`src/rtl/mem_access_pkg.sv`:
```
// Shared definitions for the memory stage: opcode/funct3 encodings, FSM states,
// access-size decode and the alignment rule used by both loads and stores.
// No ports; imported by mem_access and mem_access_load_align.
package mem_access_pkg;

  // Major opcodes (ir[6:0]) that use the data-memory bus.
  localparam logic [6:0] DECODE_L_TYPE = 7'b0000011;
  localparam logic [6:0] DECODE_S_TYPE = 7'b0100011;

  // funct3 (ir[14:12]) access encodings for loads and stores.
  localparam logic [2:0] FUNCT3_B  = 3'b000;
  localparam logic [2:0] FUNCT3_H  = 3'b001;
  localparam logic [2:0] FUNCT3_W  = 3'b010;
  localparam logic [2:0] FUNCT3_BU = 3'b100;
  localparam logic [2:0] FUNCT3_HU = 3'b101;

  // Stage sequencing states, shared with neighbouring stage controllers.
  typedef enum logic [1:0] {
    ST_IDLE = 2'd0,
    ST_REQ  = 2'd1,
    ST_DONE = 2'd2
  } state_t;

  typedef enum logic [1:0] {
    SZ_BYTE = 2'd0,
    SZ_HALF = 2'd1,
    SZ_WORD = 2'd2
  } size_t;

  // Size comes from funct3[1:0] only; funct3[2] selects zero-extension for
  // loads. Encodings with funct3[1]=1 fall back to a full word.
  function automatic size_t access_size(input logic [1:0] f3_lo);
    case (f3_lo)
      2'b00:   access_size = SZ_BYTE;
      2'b01:   access_size = SZ_HALF;
      default: access_size = SZ_WORD;
    endcase
  endfunction

  function automatic logic is_misaligned(input size_t sz, input logic [1:0] addr_lo);
    case (sz)
      SZ_BYTE: is_misaligned = 1'b0;
      SZ_HALF: is_misaligned = addr_lo[0];
      default: is_misaligned = |addr_lo;
    endcase
  endfunction

endpackage

```
`src/rtl/mem_access_load_align.sv`:
```
// Load alignment: picks the addressed byte/half out of the read word and
// sign- or zero-extends it to 32 bits. Purely combinational, no backpressure.
// Ports: i_rdata (read word), i_addr_lo (addr[1:0]), i_funct3, o_data (result).
module mem_access_load_align (
  input  logic [31:0] i_rdata,
  input  logic [1:0]  i_addr_lo,
  input  logic [2:0]  i_funct3,
  output logic [31:0] o_data
);
  import mem_access_pkg::*;

  logic [7:0]  w_byte;
  logic [15:0] w_half;
  logic        w_sext;

  assign w_byte = i_rdata[{i_addr_lo, 3'b000} +: 8];
  assign w_half = i_addr_lo[1] ? i_rdata[31:16] : i_rdata[15:0];
  // funct3[2] marks the unsigned variants (LBU/LHU).
  assign w_sext = ~i_funct3[2];

  always_comb begin
    o_data = i_rdata;
    case (access_size(i_funct3[1:0]))
      SZ_BYTE: o_data = {{24{w_sext & w_byte[7]}}, w_byte};
      SZ_HALF: o_data = {{16{w_sext & w_half[15]}}, w_half};
      default: o_data = i_rdata;
    endcase
  end

endmodule

```
`src/rtl/mem_access.sv`:
```
// Memory stage: runs one req/ack data-bus transaction per load/store, aligns
// load data into mem_o and strobes wd_q_readin_o to the write stage.
// Latency: start -> strobe in 1 cycle (no bus) or ack cycle + 1; req held until
//   ack or TIMEOUT cycles. start_i while busy_o is ignored.
// Ports: clk/reset (sync, active high); start_i/ir_i/addr_i/sdata_i from execute;
//   dmem_* data-memory bus; mem_o/wd_q_readin_o to write; busy_o, misalign_o,
//   bus_err_o status pulses.
module mem_access #(
  parameter int TIMEOUT = 16
) (
  input  logic        clk,
  input  logic        reset,
  input  logic        start_i,
  input  logic [31:0] ir_i,
  input  logic [31:0] addr_i,
  input  logic [31:0] sdata_i,
  output logic        dmem_req_o,
  output logic        dmem_we_o,
  output logic [31:0] dmem_addr_o,
  output logic [3:0]  dmem_be_o,
  output logic [31:0] dmem_wdata_o,
  input  logic        dmem_ack_i,
  input  logic [31:0] dmem_rdata_i,
  output logic [31:0] mem_o,
  output logic        wd_q_readin_o,
  output logic        busy_o,
  output logic        misalign_o,
  output logic        bus_err_o
);
  import mem_access_pkg::*;

  localparam int CNT_W = $clog2(TIMEOUT + 1);

  state_t             r_state;
  state_t             w_state_nxt;
  logic               r_is_store;
  logic [2:0]         r_funct3;
  logic [31:0]        r_addr;
  logic [31:0]        r_sdata;
  logic [31:0]        r_mem;
  logic [CNT_W-1:0]   r_cnt;
  logic               r_misalign;
  logic               r_bus_err;

  logic [6:0]         w_opcode;
  logic [2:0]         w_funct3_in;
  logic               w_is_load;
  logic               w_is_store;
  logic               w_misalign_in;
  logic               w_start_bus;
  logic               w_timeout;
  logic [31:0]        w_load_data;
  logic [3:0]         w_store_be;
  logic [31:0]        w_store_wdata;
  logic               w_unused_ir;

  assign w_opcode      = ir_i[6:0];
  assign w_funct3_in   = ir_i[14:12];
  assign w_is_load     = (w_opcode == DECODE_L_TYPE);
  assign w_is_store    = (w_opcode == DECODE_S_TYPE);
  assign w_misalign_in = (w_is_load | w_is_store) &
                         is_misaligned(access_size(w_funct3_in[1:0]), addr_i[1:0]);
  assign w_start_bus   = (w_is_load | w_is_store) & ~w_misalign_in;
  // rd/rs fields and upper immediate bits are not needed in this stage.
  assign w_unused_ir   = &{1'b0, ir_i[31:15], ir_i[11:7]};

  // Last REQ cycle without ack: the counter already holds TIMEOUT-1 misses,
  // so req is high for exactly TIMEOUT cycles before giving up.
  assign w_timeout = (r_cnt == CNT_W'(TIMEOUT - 1));

  mem_access_load_align u_load_align (
    .i_rdata   (dmem_rdata_i),
    .i_addr_lo (r_addr[1:0]),
    .i_funct3  (r_funct3),
    .o_data    (w_load_data)
  );

  // Store lane placement: data is replicated across lanes, be selects the target.
  always_comb begin
    w_store_be    = 4'b1111;
    w_store_wdata = r_sdata;
    case (access_size(r_funct3[1:0]))
      SZ_BYTE: begin
        w_store_be    = 4'b0001 << r_addr[1:0];
        w_store_wdata = {4{r_sdata[7:0]}};
      end
      SZ_HALF: begin
        w_store_be    = r_addr[1] ? 4'b1100 : 4'b0011;
        w_store_wdata = {2{r_sdata[15:0]}};
      end
      default: begin
        w_store_be    = 4'b1111;
        w_store_wdata = r_sdata;
      end
    endcase
  end

  always_ff @(posedge clk) begin
    if (reset) begin
      r_state <= ST_IDLE;
    end else begin
      r_state <= w_state_nxt;
    end
  end

  // Bus outputs are gated by state so nothing leaks onto the bus outside REQ.
  always_comb begin
    w_state_nxt   = r_state;
    dmem_req_o    = 1'b0;
    dmem_we_o     = 1'b0;
    dmem_addr_o   = 32'h0;
    dmem_be_o     = 4'b0000;
    dmem_wdata_o  = 32'h0;
    wd_q_readin_o = 1'b0;
    misalign_o    = 1'b0;
    bus_err_o     = 1'b0;
    case (r_state)
      ST_IDLE: begin
        if (start_i) begin
          w_state_nxt = w_start_bus ? ST_REQ : ST_DONE;
        end
      end
      ST_REQ: begin
        dmem_req_o   = 1'b1;
        dmem_we_o    = r_is_store;
        dmem_addr_o  = {r_addr[31:2], 2'b00};
        dmem_be_o    = r_is_store ? w_store_be : 4'b1111;
        dmem_wdata_o = r_is_store ? w_store_wdata : 32'h0;
        if (dmem_ack_i || w_timeout) begin
          w_state_nxt = ST_DONE;
        end
      end
      ST_DONE: begin
        wd_q_readin_o = 1'b1;
        misalign_o    = r_misalign;
        bus_err_o     = r_bus_err;
        w_state_nxt   = ST_IDLE;
      end
      default: begin
        w_state_nxt = ST_IDLE;
      end
    endcase
  end

  always_ff @(posedge clk) begin
    if (reset) begin
      r_is_store <= 1'b0;
      r_funct3   <= 3'b000;
      r_addr     <= 32'h0;
      r_sdata    <= 32'h0;
      r_mem      <= 32'h0;
      r_cnt      <= '0;
      r_misalign <= 1'b0;
      r_bus_err  <= 1'b0;
    end else begin
      case (r_state)
        ST_IDLE: begin
          r_cnt     <= '0;
          r_bus_err <= 1'b0;
          if (start_i) begin
            r_is_store <= w_is_store;
            r_funct3   <= w_funct3_in;
            r_addr     <= addr_i;
            r_sdata    <= sdata_i;
            r_misalign <= w_misalign_in;
          end
        end
        ST_REQ: begin
          // Ack wins over a timeout landing in the same cycle.
          if (dmem_ack_i) begin
            if (!r_is_store) begin
              r_mem <= w_load_data;
            end
          end else if (w_timeout) begin
            r_bus_err <= 1'b1;
          end else begin
            r_cnt <= r_cnt + CNT_W'(1);
          end
        end
        default: begin
        end
      endcase
    end
  end

  assign busy_o = (r_state != ST_IDLE);
  assign mem_o  = r_mem;

endmodule
```
`config.mk`:
```
export PLATFORM = sky130hd
export DESIGN_NAME = mem_access
export DESIGN_NICKNAME = d
export VERILOG_FILES = /design/src/rtl/mem_access_pkg.sv /design/src/rtl/mem_access_load_align.sv /design/src/rtl/mem_access.sv
export SDC_FILE = /design/constraint.sdc
export NUM_CORES = 1
export LEC_CHECK = 0
export ABC_AREA = 1
export BUFFER_PORTS_ARGS = -buffer_cell sky130_fd_sc_hd__buf_2
export CORE_MARGIN = 2
export CORE_UTILIZATION = 50
export CTS_BUF_LIST = sky130_fd_sc_hd__clkbuf_4 sky130_fd_sc_hd__clkbuf_8
export DETAILED_ROUTE_END_ITERATION = 7
export GPL_ROUTABILITY_DRIVEN = 0
export GPL_TIMING_DRIVEN = 0
export PLACE_DENSITY = 0.93
export SETUP_SLACK_MARGIN = 0.05
export SLEW_MARGIN = 10
export SYNTH_ARGS = -nofsm -noshare
export SYNTH_HDL_FRONTEND = slang
export SYNTH_SLANG_ARGS = --single-unit
```
`constraint.sdc`:
```
create_clock -name clk -period 3.22 [get_ports clk]
set_input_delay 0.161 -clock clk [delete_from_list [all_inputs] [get_ports clk]]
set_output_delay 0.161 -clock clk [all_outputs]
set_load 0.02 [all_outputs]
```
After elaboration in Yosys (flattened, before gate mapping). Cells that the tools add are included.

Bits of input ports: 132. Output and inout port bits: 106. Register bits after elaboration: 109. Word-level logic and storage cells: 76.

Reduce and logical (&&, ||, !) cells: 14. Bitwise logic cells: 8. Add/subtract/negate cells: 1. Multiplexer cells: 28. Shifts and indexed selects: 2. Equal/unequal tests: 14.

Operators with widths (count): one-hot mux 32 bit (2 select lines) (2); two-way mux 32 bit (3); variable part select 32 x 6 -> 8 bit (1); two-way mux 16 bit (1); two-way mux 4 bit (3); one-hot mux 2 bit (2 select lines) (3); == test 2 x 1 -> 1 bit (second input constant) (5); logical NOT 2 bit (5); two-way mux 5 bit (2); inequality test 2 bit (second input constant) (5); one-hot mux 5 bit (2 select lines) (1); AND reduction 3 bit (3); one-hot mux 4 bit (2 select lines) (1); == test 7 x 2 -> 1 bit (second input constant) (1); == test 7 x 6 -> 1 bit (second input constant) (1); two-way mux 1 bit (7); two-way mux 2 bit (3); adder 5 x 1 -> 5 bit (second input constant) (1); == test 5 x 4 -> 1 bit (second input constant) (1); AND 1 bit (4); one-hot mux 1 bit (2 select lines) (2); AND reduction 2 bit (2); nonzero test 2 bit (2); << shifter 1 x 2 -> 4 bit (first input constant) (1); 5 further kinds (7).

Longest topological paths before layout. Gate-level depths: netlist of run 1.

Word-level depth: 10. Mapped depth: 10.

Modules after synthesis. A second synthesis of run 1 with hierarchy kept.

Cells, all modules: 809. Area, all modules: 5510.3 um^2.

By module, submodules not included: mem_access (cells each 654, area an instance 4579.4 um^2, times used 1, sequential area each 2182.1 um^2); mem_access_load_align (cells each 155, area an instance 930.9 um^2, times used 1, sequential area each 0.0 um^2).

Worst setup path before layout of run 1. Ideal clock, no wire load.

Kind: register to output. Start point: reg r_state[0]. End point: out dmem_wdata_o[16]. Data arrival time: 1.413 ns. Path slack: 1.646 ns. Cell stages (with the launch flop): 6. Path buffers: 1. Path through: dfxtp_1 nand2_4 nor2_4 inv_1 clkbuf_1 a21oi_1.

Longest elaborated chain between the ends: 2.

Ends and longest elaborated chain: start, declared (line mem_access.sv:34) `state_t r_state;`; start signal, assigned (line mem_access.sv:102) `r_state <= w_state_nxt;`; == test 2 x 1 -> 1 bit (line mem_access.sv:117) `case (r_state)`; two-way mux 32 bit (line mem_access.sv:117); end, declared (line mem_access.sv:21) `output logic [31:0] dmem_wdata_o,`.

Every way passes these cells.

Final worst setup path of run 1. Same ends and word-level chain as after synthesis.

==> results of run 1 <==
cells by family after synthesis:
family	synth area share (%)
simple gates	23.99
compound gates	22.35
other cells	0.07314
flops	42.56
fa+ha+maj	0.4880
buf+inv	10.54
cells in the final DEF, fill, tap and decap left out, types with 8 or more instances in the layout:
| cell | count |
|---|---|
| buf_2 | 219 |
| nor2_1 | 148 |
| dfxtp_1 | 109 |
| a21oi_1 | 105 |
| nand2_1 | 98 |
| o21ai_0 | 84 |
| inv_1 | 55 |
| clkbuf_1 | 24 |
| o21ai_1 | 20 |
| nand3_1 | 16 |
| clkbuf_8 | 10 |
| buf_6 | 9 |
| buf_4 | 9 |
| o22ai_1 | 8 |
| nand4_1 | 8 |
per-layer routing:
layer  vias to the layer above  wire length, um  part of all wire (%)  global-route usage, %
met2                       369             7848                    47                  50.09
met1                      2647             6748                    40                  38.59
met5                         -                0                     0                      0
met3                        44             1777                    11                  5.937
met4                         0              427                   2.5                  9.810
li1                       2864                -                     -                      -
power breakdown:
part	leakage (nW)	internal [mW]	switching [mW]
Combinational	2.26	0.167	0.302
Clock	0.0939	0.321	0.477
Sequential	0.895	1.42	0.0400
cells in the mapped netlist, drive strengths merged:
cell | n | area share [%]
inv | 63 | 4.7
buf | 26 | 4.0
dfxtp | 109 | 43
nor3b | 2 | 0.39
nor2 | 153 | 12
nand3 | 17 | 1.9
nand2 | 101 | 7.7
o211a | 1 | 0.20
clkbuf | 24 | 1.8
nand3b | 1 | 0.15
nand4 | 8 | 0.98
a31oi | 5 | 0.61
a21oi | 106 | 10
o22ai | 8 | 0.98
ha | 2 | 0.49
o21ai | 104 | 10
conb | 1 | 0.073
nor3 | 6 | 0.59
clkinv | 1 | 0.098
or2 | 2 | 0.24
metrics by stage:
stage / cells / hold slack, ns / setup WS, ns
2_1_floorplan: 741 / 0.2959 / 1.646
3_3_place_gp: 1087 / 0.3829 / 1.521
3_5_place_dp: 1087 / 0.3879 / 1.517
4_1_cts: 1103 / 0.003682 / 1.102
5_1_grt: 1103 / 0.01937 / 0.9670
6_report: 1103 / 0.01197 / 1.090
worst min-delay path by stage:
stage / endpoint / slack [ns] / from
final: r_sdata[20] / 0.01 / sdata_i[20]
after global routing: r_sdata[0] / 0.02 / sdata_i[0]
after CTS: r_sdata[20] / 0.004 / sdata_i[20]
after detailed placement: r_sdata[20] / 0.39 / sdata_i[20]
after global placement: r_sdata[21] / 0.38 / sdata_i[21]
after floorplan: r_sdata[10] / 0.30 / sdata_i[10]
flip-flops by register name (all words and copies together) (netlist names):
register and flops:
r_cnt 5, r_bus_err 1, r_sdata 32, r_is_store 1
r_state 2, r_misalign 1, mem_o 32, r_addr 32
r_funct3 3
worst register-to-register path, delay by kind of cell, from the launching register on:
family | cells | cell delay (ns)
compound gates | 2 | 0.50
buf+inv | 2 | 0.46
flops | 1 | 0.34
simple gates | 4 | 0.32
area by class of cell:
class / count / share of cell area, %
timing repair buffer: 213 / 16.27
sequential: 109 / 33.31
buffer: 50 / 4.526
inverter: 64 / 3.724
multi-input combinational: 518 / 36.76
tap: 133 / 2.540
clock inverter: 5 / 0.6494
clock buffer: 11 / 2.215
==> summary.md, run 1 <==
| Metric | Value |
|---|---|
| CP Depth | 6 |
| Core region area | 9864 um^2 |
| Die ar. | 11,080 um^2 |
| Yosys reg bits | 109 |
| Slowest cell on the critical path | dfxtp_1 |
| Final min period | 2.130 ns |
| Chip height | 105.3 um |
| Mapped Area | 5127 um^2 |
| # fillers | 933 |
| IO Pins | 238 |
| CP Class | register to primary output |
| Worst hold stages | 3 |
| Pin count of the biggest net entering global routing | 19 |
| Worst R2R End | mem_o[20] |
| Register area | 2182 um^2 |
| Crit-path max cell delay | 0.50 ns |
| Multi-input logic area | 2409 um^2 |
| Die width | 105.3 um |
| Via-to-Cell Ratio | 5.371 |
| Drt drc | 0 |
| R2R cell count | 8 |
| Finished Core Util | 66.41% |
| YS warnings | 0 |
| CTS buffer count | 9 |
| Crit. End Element | primary output |
| Finish-stage setup viols | 0 |
| Critical path data arrival time | 1.97 ns |
| Worst slew margin | 59.69% |
| TritonCTS clock tree | built |
| TritonRoute pass-1 iters | 7 |
| Fin nets | 1,099 |
| Syn Inst Count | 740 |
| Starting Density | 51.98% |
| Dpl hpwl | 12,600 um |
| Final Cycle Share | 66.14% |
| Tightest Pin Transition | 0.6046 ns |
| CP bufs+invs | 3 |
| Clk_lat worst skew | 0.36 ns |
| Row count | 36 |
| Mean Syn Cell Area | 6.929 um^2 |
| CTS root buffer | clkbuf_8 |
| Max frequency | 0.4695 GHz |
| Yosys cell types | 34 |
| P per Cell Area | 416.7 nW/um^2 |
| # Post-CTS Setup Buffers | 0 |
| Initial antenna violation count | 0 |
| CP startpoint | r_state[0] |
| WP data required | 3.06 ns |
| Vias | 5,924 |
| PortBufs | 213 |
| Area grow syn2layout | 27.77% |
| Layout cells sized above 1 | 28.35% |
| H-tree levels | 3 |
| Hold Fails Final Rpt | 0 |
| Sequential share of the synthesized area | 42.56% |
| Critical Path, Cell by Cell | nand2_4 > nor2_4 > inv_1 > clkbuf_1 > a21oi_1 > buf_2 |
| GR Util All Layers | 29.91% |
| Grt ovf | 0 |
| Clock transition at path regs | 0.11 ns |
| CP startpoint kind | register |
| RR Startpoint | r_addr[1] |
| Max-cap violation count | 0 |
| Lkg Pwr | 3.247 nW |
| Outcome | finished, final reports clean |
| Design area | 6551 um^2 |
| CP top delay family | buffers and inverters |
| Max Slew Vio Count | 0 |
| Power Total | 2.730 mW |
| FF-to-FF setup slack | 1.50 ns |
| Overall routed net length | 16,800 um |
| Global-route wire length before repair | 26,770 um |
| Peak fanout along the critical path | 10 |
| Final setup TNS | 0 ns |
| Drt wl/cell | 15.23 um |
| Vias in the first global route | 5,440 |
| RSZ-0062 raised after global routing | no |
| Placed Area | 6364 um^2 |
| CTS Sinks | 109 |
| Worst setup path end | dmem_wdata_o[16] |
| Worst clock skew | 0.008727 ns |
| Post-DRT Antenna Nets | 0 |
| Clk buf depth | 2 |
| Worst IR Drop VDD | 0.2793 mV |
| Initial DRC Count | 670 |
| Hold WC Path Type | input port to register |
| ANT cells | 0 |
| Hold bufs inserted after CTS | 0 |
| Resized Gates After CTS | 0 |
(Power assumes the default switching activity.)
==> inputs of run 2 (changes only) <==
CORE_UTILIZATION = 48   (was 50)
PLACE_DENSITY = 0.9   (was 0.93)
clock period = 2.1 ns   (was 3.22 ns; I/O delays follow)
==> summary.md, run 2 (synthesized netlist as in run 1, its figures left out) <==
| Metric | Value |
|---|---|
| Finish-stage setup viols | 0 |
| P per Cell Area | 612.9 nW/um^2 |
| Pin count of the biggest net entering global routing | 18 |
| Hold_ws | 0.007717 ns |
| Post-DRT Antenna Nets | 0 |
| TritonRoute pass-1 iters | 6 |
| Vias in the first global route | 5,806 |
| Setup WS post-layout | 0.1801 ns |
| Final min period | 1.920 ns |
| Via-to-Cell Ratio | 5.355 |
| Max frequency | 0.5209 GHz |
| Drt wl/cell | 15.72 um |
| Global-route wire length before repair | 28,150 um |
| CP startpoint kind | register |
| TritonCTS clock tree | built |
| Max Slew Vio Count | 0 |
| Clock transition at path regs | 0.10 ns |
| Grt ovf | 0 |
| Outcome | finished, final reports clean |
| CP Class | register to primary output |
| CTS buffer count | 9 |
| Vias | 6,147 |
| Hold WC Path Type | input port to register |
| Lkg Pwr | 3.430 nW |
| Worst slew margin | 64.60% |
| Finished Core Util | 67.35% |
| Setup WS pre-CTS | 0.4449 ns |
| Die width | 107.4 um |
| Fin nets | 1,141 |
| Placed Area | 6367 um^2 |
| Max-cap violation count | 0 |
| H-tree levels | 3 |
| WP data required | 2.00 ns |
| Layout cells sized above 1 | 27.96% |
| Design area | 6984 um^2 |
| Tightest Pin Transition | 0.5310 ns |
| Slowest cell on the critical path | dfxtp_1 |
| CTS root buffer | clkbuf_8 |
| Clk buf depth | 2 |
| Dpl hpwl | 12,520 um |
| R2R cell count | 8 |
| Peak fanout along the critical path | 10 |
| Final setup TNS | 0 ns |
| CTS Sinks | 109 |
| Area grow syn2layout | 36.21% |
| Most frequent cells in the layout | buf_2, nor2_1, dfxtp_1 |
| Critical Path, Cell by Cell | buf_4 > nor2_8 > clkinvlp_4 > o22ai_1 > nor3_1 > buf_2 |
| Commonest non-fill, non-tap cell in the layout | buf_2 |
| Overall routed net length | 18,040 um |
| Chip height | 107.4 um |
| Crit-path max cell delay | 0.33 ns |
| Worst IR Drop VDD | 0.3853 mV |
| Critical path data arrival time | 1.81 ns |
| Initial DRC Count | 618 |
| Worst clock skew | 0.01658 ns |
| Worst hold stages | 3 |
| Row count | 37 |
| PortBufs | 213 |
| GR Util All Layers | 30.78% |
| Starting Density | 49.44% |
| Core region area | 10,370 um^2 |
| Drt drc | 0 |
| Die ar. | 11,530 um^2 |
| Initial antenna violation count | 0 |
| RSZ-0062 raised after global routing | no |
| Final Cycle Share | 91.42% |
| Hold Fails Final Rpt | 0 |
| Crit. End Element | primary output |
| ANT cells | 0 |
| Clk_lat worst skew | 0.37 ns |
| IO Pins | 238 |
==> run 2: cell types whose count changed in the layout (fill, tap and decap cells not counted), moves of 2 or more <==
| cell | before | now |
|---|---|---|
| clkinvlp_4 | 1 | 3 |
| dlygate4sd3_1 | 0 | 41 |
| clkbuf_2 | 0 | 4 |
| clkbuf_1 | 24 | 21 |
==> run 2: metal layers <==
layer | global-route usage (%) | wire length [um]
met5 | 0 | 0
met4 | 14.19 | 772
met3 | 5.811 | 1737
met2 | 51.54 | 8402
met1 | 38.33 | 7131
==> run 2: critical path, delay by kind of cell, from the launching register on <==
kind,cells,cell delay [ns]
AOI/OAI and AO/OA,1,0.21
buffers and inverters,3,0.60
DFF,1,0.33
and+or+nand+nor,2,0.31
==> run 2: stage by stage <==
step / std cells / power [mW]
final: 1148 / 4.280
after global routing: 1148 / 4.456
after CTS: 1147 / 4.249
after detailed placement: 1090 / 2.991
after global placement: 1090 / 2.977
after floorplan: 741 / 2.717
==> run 2: timing repair <==
action,in CTS,in global routing
hold endpoints to repair,41,0
pin swaps,0,1
buffers inserted,0,1
endpoints found under the setup margin,4,11
hold buffers,41,0
gates resized for setup,2,8
==> run 2: worst paths after layout <==
kind,startpoint,end,slack [ns]
min,addr_i[20],r_addr[20],0.008
max,r_funct3[1],dmem_wdata_o[15],0.18
max reg2reg,r_addr[0],mem_o[20],0.35
min reg2reg,r_addr[9],r_addr[9],0.46
==> run 2: cell type report <==
| cell class | instances | area [um^2] |
|---|---|---|
| inverters | 64 | 247.7 |
| clock inverters | 4 | 32.53 |
| fillers | 903 | 3386 |
| multi-input cells | 518 | 2412 |
| flip-flops and latches | 109 | 2183 |
| well taps | 136 | 170.2 |
| clock buffers | 12 | 152.6 |
| plain buffers | 50 | 301.5 |
| repair buffers | 255 | 1484 |
==> run 2: power breakdown <==
group          internal, mW  switching (mW)  leakage (nW)  total [mW]
Sequential             2.18          0.0641         0.895        2.25
Combinational         0.307           0.486          2.44       0.793
Clock                 0.499           0.741        0.0900        1.24
Total                  2.99            1.29          3.43        4.28
